## src/rtl/bcd_display_pkg.sv

```systemverilog
// Shared constants for the memory-mapped 4-digit 7-segment display scanner.
package bcd_display_pkg;

    localparam logic [3:0] MMIO_TAG_DEFAULT = 4'h5;

    typedef enum logic [1:0] {
        REG_VALUE = 2'd0,
        REG_CTRL  = 2'd1,
        REG_RSVD2 = 2'd2,
        REG_RSVD3 = 2'd3
    } reg_sel_e;

    localparam int          CTRL_EN_BIT = 0;
    localparam int          CTRL_DP_LSB = 4;
    localparam logic [7:0]  CTRL_RESET  = 8'h01;
    localparam logic [11:0] DISP_OFF    = 12'hFFF;

    // Active-low gfedcba glyphs, entry [n] is the glyph for hex digit n.
    localparam logic [15:0][6:0] GLYPH_TABLE = {
        7'h0E, 7'h06, 7'h21, 7'h46, 7'h03, 7'h08, 7'h10, 7'h00,
        7'h78, 7'h02, 7'h12, 7'h19, 7'h30, 7'h24, 7'h79, 7'h40
    };

endpackage

```

## src/rtl/hex_to_seg7.sv

```systemverilog
// Combinational hex nibble to active-low gfedcba segment pattern.
module hex_to_seg7
    import bcd_display_pkg::*;
(
    input  logic [3:0] nibble_i,
    output logic [6:0] seg_n_o
);

    assign seg_n_o = GLYPH_TABLE[nibble_i];

endmodule

```

## src/rtl/bcd_display_scanner.sv

```systemverilog
// MMIO 4-digit 7-segment scanner: VALUE/CTRL registers, digit-slot divider and registered {an, seg} output.
// Optional BCD_LEADING_ZERO_BLANK_EN blanks leading zero digits above digit 0.
module bcd_display_scanner
    import bcd_display_pkg::*;
#(
    parameter int         CLK_DIV  = 100000,
    parameter logic [3:0] MMIO_TAG = MMIO_TAG_DEFAULT
) (
    input  logic        clk,
    input  logic        reset,
    input  logic        MemRead,
    input  logic        MemWrite,
    input  logic [31:0] Address,
    input  logic [31:0] Write_data,
    output logic [31:0] Read_data,
    output logic [11:0] display_out
);

    localparam int               DIV_W    = (CLK_DIV > 1) ? $clog2(CLK_DIV) : 1;
    localparam logic [DIV_W-1:0] DIV_LAST = DIV_W'(CLK_DIV - 1);

    logic [15:0]      value_q, value_d;
    logic [7:0]       ctrl_q, ctrl_d;
    logic [DIV_W-1:0] div_q, div_d;
    logic [1:0]       idx_q, idx_d;
    logic [11:0]      disp_q, disp_d;

    logic       sel;
    reg_sel_e   reg_sel;
    logic       tick;
    logic [1:0] slot_idx;
    logic [3:0] nibble;
    logic [6:0] glyph_n;
    logic [3:0] dp_on;
    logic       blank;
    logic [11:0] slot_word;
    logic       unused_bits;

    assign sel      = (Address[31:28] == MMIO_TAG);
    assign reg_sel  = reg_sel_e'(Address[3:2]);
    assign tick     = (div_q == DIV_LAST);
    // 2-bit add wraps 3 -> 0, giving the rotating digit order for free.
    assign slot_idx = idx_q + 2'd1;
    assign nibble   = value_q[{slot_idx, 2'b00} +: 4];
    assign dp_on    = ctrl_q[CTRL_DP_LSB +: 4];
    assign unused_bits = ^{Address[27:4], Address[1:0], Write_data[31:16]};

    hex_to_seg7 u_glyph (
        .nibble_i (nibble),
        .seg_n_o  (glyph_n)
    );

`ifdef BCD_LEADING_ZERO_BLANK_EN
    assign blank = (slot_idx != 2'd0) && ((value_q >> {slot_idx, 2'b00}) == 16'h0000);
`else
    assign blank = 1'b0;
`endif

    assign slot_word = {~(4'b0001 << slot_idx),
                        blank ? 8'hFF : {~dp_on[slot_idx], glyph_n}};

    always_comb begin
        // NOTE: every next-state signal gets a default first so no path can infer a latch.
        value_d = value_q;
        ctrl_d  = ctrl_q;
        idx_d   = idx_q;
        disp_d  = disp_q;
        div_d   = tick ? '0 : div_q + DIV_W'(1);

        if (MemWrite && sel) begin
            case (reg_sel)
                REG_VALUE: value_d = Write_data[15:0];
                REG_CTRL:  ctrl_d  = Write_data[7:0];
                default:   ;
            endcase
        end

        if (tick) begin
            idx_d  = slot_idx;
            disp_d = ctrl_q[CTRL_EN_BIT] ? slot_word : DISP_OFF;
        end
    end

    always_comb begin
        Read_data = '0;
        if (MemRead && sel) begin
            case (reg_sel)
                REG_VALUE: Read_data = {16'h0000, value_q};
                REG_CTRL:  Read_data = {24'h000000, ctrl_q};
                default:   Read_data = '0;
            endcase
        end
    end

    always_ff @(posedge clk) begin
        // NOTE: non-blocking updates make a tick in the same edge as a write see the pre-write VALUE/CTRL.
        if (reset) begin
            value_q <= '0;
            ctrl_q  <= CTRL_RESET;
            div_q   <= '0;
            idx_q   <= 2'd3;
            disp_q  <= DISP_OFF;
        end else begin
            value_q <= value_d;
            ctrl_q  <= ctrl_d;
            div_q   <= div_d;
            idx_q   <= idx_d;
            disp_q  <= disp_d;
        end
    end

    assign display_out = disp_q;

endmodule

```

## config.mk

```make
export PLATFORM = sky130hd
export DESIGN_NAME = bcd_display_scanner
export DESIGN_NICKNAME = d
export VERILOG_FILES = /design/src/rtl/bcd_display_pkg.sv /design/src/rtl/hex_to_seg7.sv /design/src/rtl/bcd_display_scanner.sv
export SDC_FILE = /design/constraint.sdc
export NUM_CORES = 1
export LEC_CHECK = 0
export BUFFER_PORTS_ARGS = -buffer_cell sky130_fd_sc_hd__buf_4
export CAP_MARGIN = 10
export CORE_MARGIN = 3
export CORE_UTILIZATION = 41
export DETAILED_ROUTE_END_ITERATION = 8
export PLACE_DENSITY = 0.69
export SLEW_MARGIN = 15
export SYNTH_ARGS = -nofsm -noshare
export SYNTH_HDL_FRONTEND = slang
export SYNTH_SLANG_ARGS = --single-unit
```

## constraint.sdc

```tcl
create_clock -name clk -period 2.8 [get_ports clk]
set_input_delay 0.7 -clock clk [delete_from_list [all_inputs] [get_ports clk]]
set_output_delay 0.7 -clock clk [all_outputs]
set_load 0.05 [all_outputs]
```

==> impl_results.md <==
- Final setup viols: 0
- Power per standard cell area: between 400 and 500 nW/um2
- WP data arrival: around 1900 ps
- CP max FO: 8
- Vias in the first global route: approximately 2100
- Startpoint types: primary input
- CTS resizes: 0
- TritonCTS Buffers: 5
- Post-CTS setup buffer count: 0
- Placed cell count: 413
- IO Port Bufs: between 50 and 60
- Die X: ~90 um
- Max_cap viols: 0
- Fin Clk Skew: 13.5 ps
- Fin. max-slew vios: 0
- Post-synthesis sequential area ratio: 0.391
- Placed inst area: roughly 3200 um2
- Rel. slew slack: 0.537
- Post-DR vias/cell: 5.11
- Placer Congestion: about 0.80
- Total negative slack: 0 ps
- Worst Max-Slew Pin Slew: 693 ps
- Fin nets: between 400 and 500
- TritonCTS Sinks: 55
- Vias: between 2000 and 2500
- Die Footprint: around 7900 um2
- Final Non-Filler Cells: 420
- Max Freq: about 390 MHz
- Initial DRC Count: 111
- Top post-synthesis cells by area: dfxtp_1 (39%), mux2i_1 (12%), nor2_1 (6.5%), ha_1 (4.9%), buf_4 (4.3%)
- Avg Synthesized Cell Area: between 9 and 10 um2
- Worst Reg-to-Reg Cells: 8
- GRT Total Usage: 0.153
- Worst reg2reg endpoint: display_out[3]
- Layout cell share with drive strength beyond 1: 0.222
- Post-synth EDFFs: 0
- Area share of the largest cell type after synthesis: 0.391
- Post-DP HPWL: about 4.3 mm
- FF-to-FF setup slack: between 300 and 400 ps
- GRT overflow: 0
- Nature of the critical path endpoint: primary output
- Core ar.: between 6000 and 7000 um2
- Top cells by count, synth: dfxtp_1 (55), nor2_1 (49), mux2i_1 (34)
- # rows: 29
- Post-synthesis register bit count: between 50 and 60
- Largest net degree at the start of global routing: 30
- Initial antenna violation count: 0
- Top_reg_cell synth: dfxtp_1
- Wire per inst: ~14 um
- Maximum clock path buffer count: 2
- Root buf cell: clkbuf_8
- WHS Endpoint: div_q[0]
- Worst Hold Depth: 1
- Worst-path clk slew: approximately 90 ps
- Top-count cell post-synth: dfxtp_1
- Boundary Pins: 112
- Final hold vios: 0
- CP Class: primary input to primary output
- Htree depth: 2
- Yosys top cell by area: dfxtp_1
- Antenna fix cells: 0
- Cell area after layout: about 3300 um2
- DRT antenna net count: 0
- Post-Syn Area: 2820 um2
- Synth cell types: between 40 and 50
- Die Height: just under 90 um
- Drt pass-1 iters: 4
- # DRC: 0
- RR Startpoint: idx_q[1]
- Worst skew pair latency: around 310 ps
- Hold Crit Start: div_q[0]
- # hold bufs at CTS: 0
- Ys Warns: 0
- Hold WC Path Type: flip-flop to flip-flop
- Fraction of registers with async set/reset: 0
- Status: complete, no violations
- First-pass GRT wire length: ~9.6 mm
- CTS tree: done
- Min cycle time layout: roughly 2600 ps
- Routed WL: about 5.7 mm
- P&R area growth vs syn: 18.2%
- Crit path required time: 2100 ps
- RSZ-0062 raised after global routing: no
- Post-Syn Instances: approximately 300
- Max IR drop VDD: between 0.2 and 0.25 mV
- Initial Util: 0.434
- Leak Pwr: between 1 and 1.5 nW
- Fin crit share: 0.925
routing by layer:
metal,share of wire,up-vias,global-route usage
li1,-,1088,-
met1,0.48,1014,0.202
met2,0.46,38,0.252
met3,0.040,7,0.0332
met4,0.015,0,0.0453
met5,0,-,0
cells in the final DEF, fill, tap and decap left out, types with 4 or more instances in the layout:
cell / count
buf_4: 59
dfxtp_1: 55
nor2_1: 49
mux2i_1: 34
conb_1: 16
ha_1: 11
inv_1: 9
nand2_1: 9
a21oi_1: 9
and2_1: 8
nand3_1: 6
a2bb2oi_1: 6
xnor2_1: 6
mux4_2: 5
xor2_1: 5
clkbuf_8: 5
o32a_1: 4
nand4_1: 4
worst max-delay path, cell delays in order:
cell	delay, ps
buf_4	110
nor4b_2	360
nand3_1	140
nor2_1	100
buf_4	150
and2_1	130
buf_4	190
how the worst max path moves through the flow:
stage	startpoint	slack, ps	cells past startpoint	to
after detailed placement	Address[3]	200	7	Read_data[10]
after floorplan	Address[3]	90	4	Read_data[10]
final	Address[3]	210	7	Read_data[10]
after CTS	Address[3]	200	7	Read_data[10]
after global routing	Address[3]	80	7	Read_data[11]
after global placement	Address[3]	230	7	Read_data[11]
final cells by class:
class	count	area, um2
Clock buffer	6	72.6
Clock inverter	1	30.0
Fill cell	612	3170
Inverter	9	33.8
Multi-Input combinational cell	213	1550
Sequential cell	55	1100
Tap cell	77	96.3
Timing Repair Buffer	59	443
sequential cells by signal, indices dropped and copies added, names as in the netlist:
name / cells
display_out: 12
div_q: 17
value_q: 16
ctrl_q: 8
idx_q: 2
per-stage QoR:
stage,utilization,total power [mW],setup slack (ps),hold WS (ps)
6_report,0.513,1.42,210,473
5_1_grt,0.513,1.47,75.6,508
4_1_cts,0.513,1.43,202,478
3_5_place_dp,0.497,0.926,202,457
3_3_place_gp,0.497,0.925,232,445
2_1_floorplan,-,0.906,92.6,430
power breakdown:
group | leakage (nW) | switching, mW | internal (mW) | total (mW)
Clock | 0.0513 | 0.253 | 0.263 | 0.516
Sequential | 0.444 | 0.00486 | 0.787 | 0.792
Combinational | 0.999 | 0.0796 | 0.0368 | 0.116
cells by family after synthesis:
kind of cell	count (synthesis)	synth area share
flip-flops	55	0.391
adder cells (fa/ha/maj)	11	0.0488
XOR/XNOR	11	0.0342
AND/OR/NAND/NOR	103	0.201
multiplexers	39	0.161
buffers and inverters	40	0.0782
AO/OA/AOI/OAI	33	0.0853
other	1	0.00133
No activity file was read; power rests on OpenSTA's default activity.
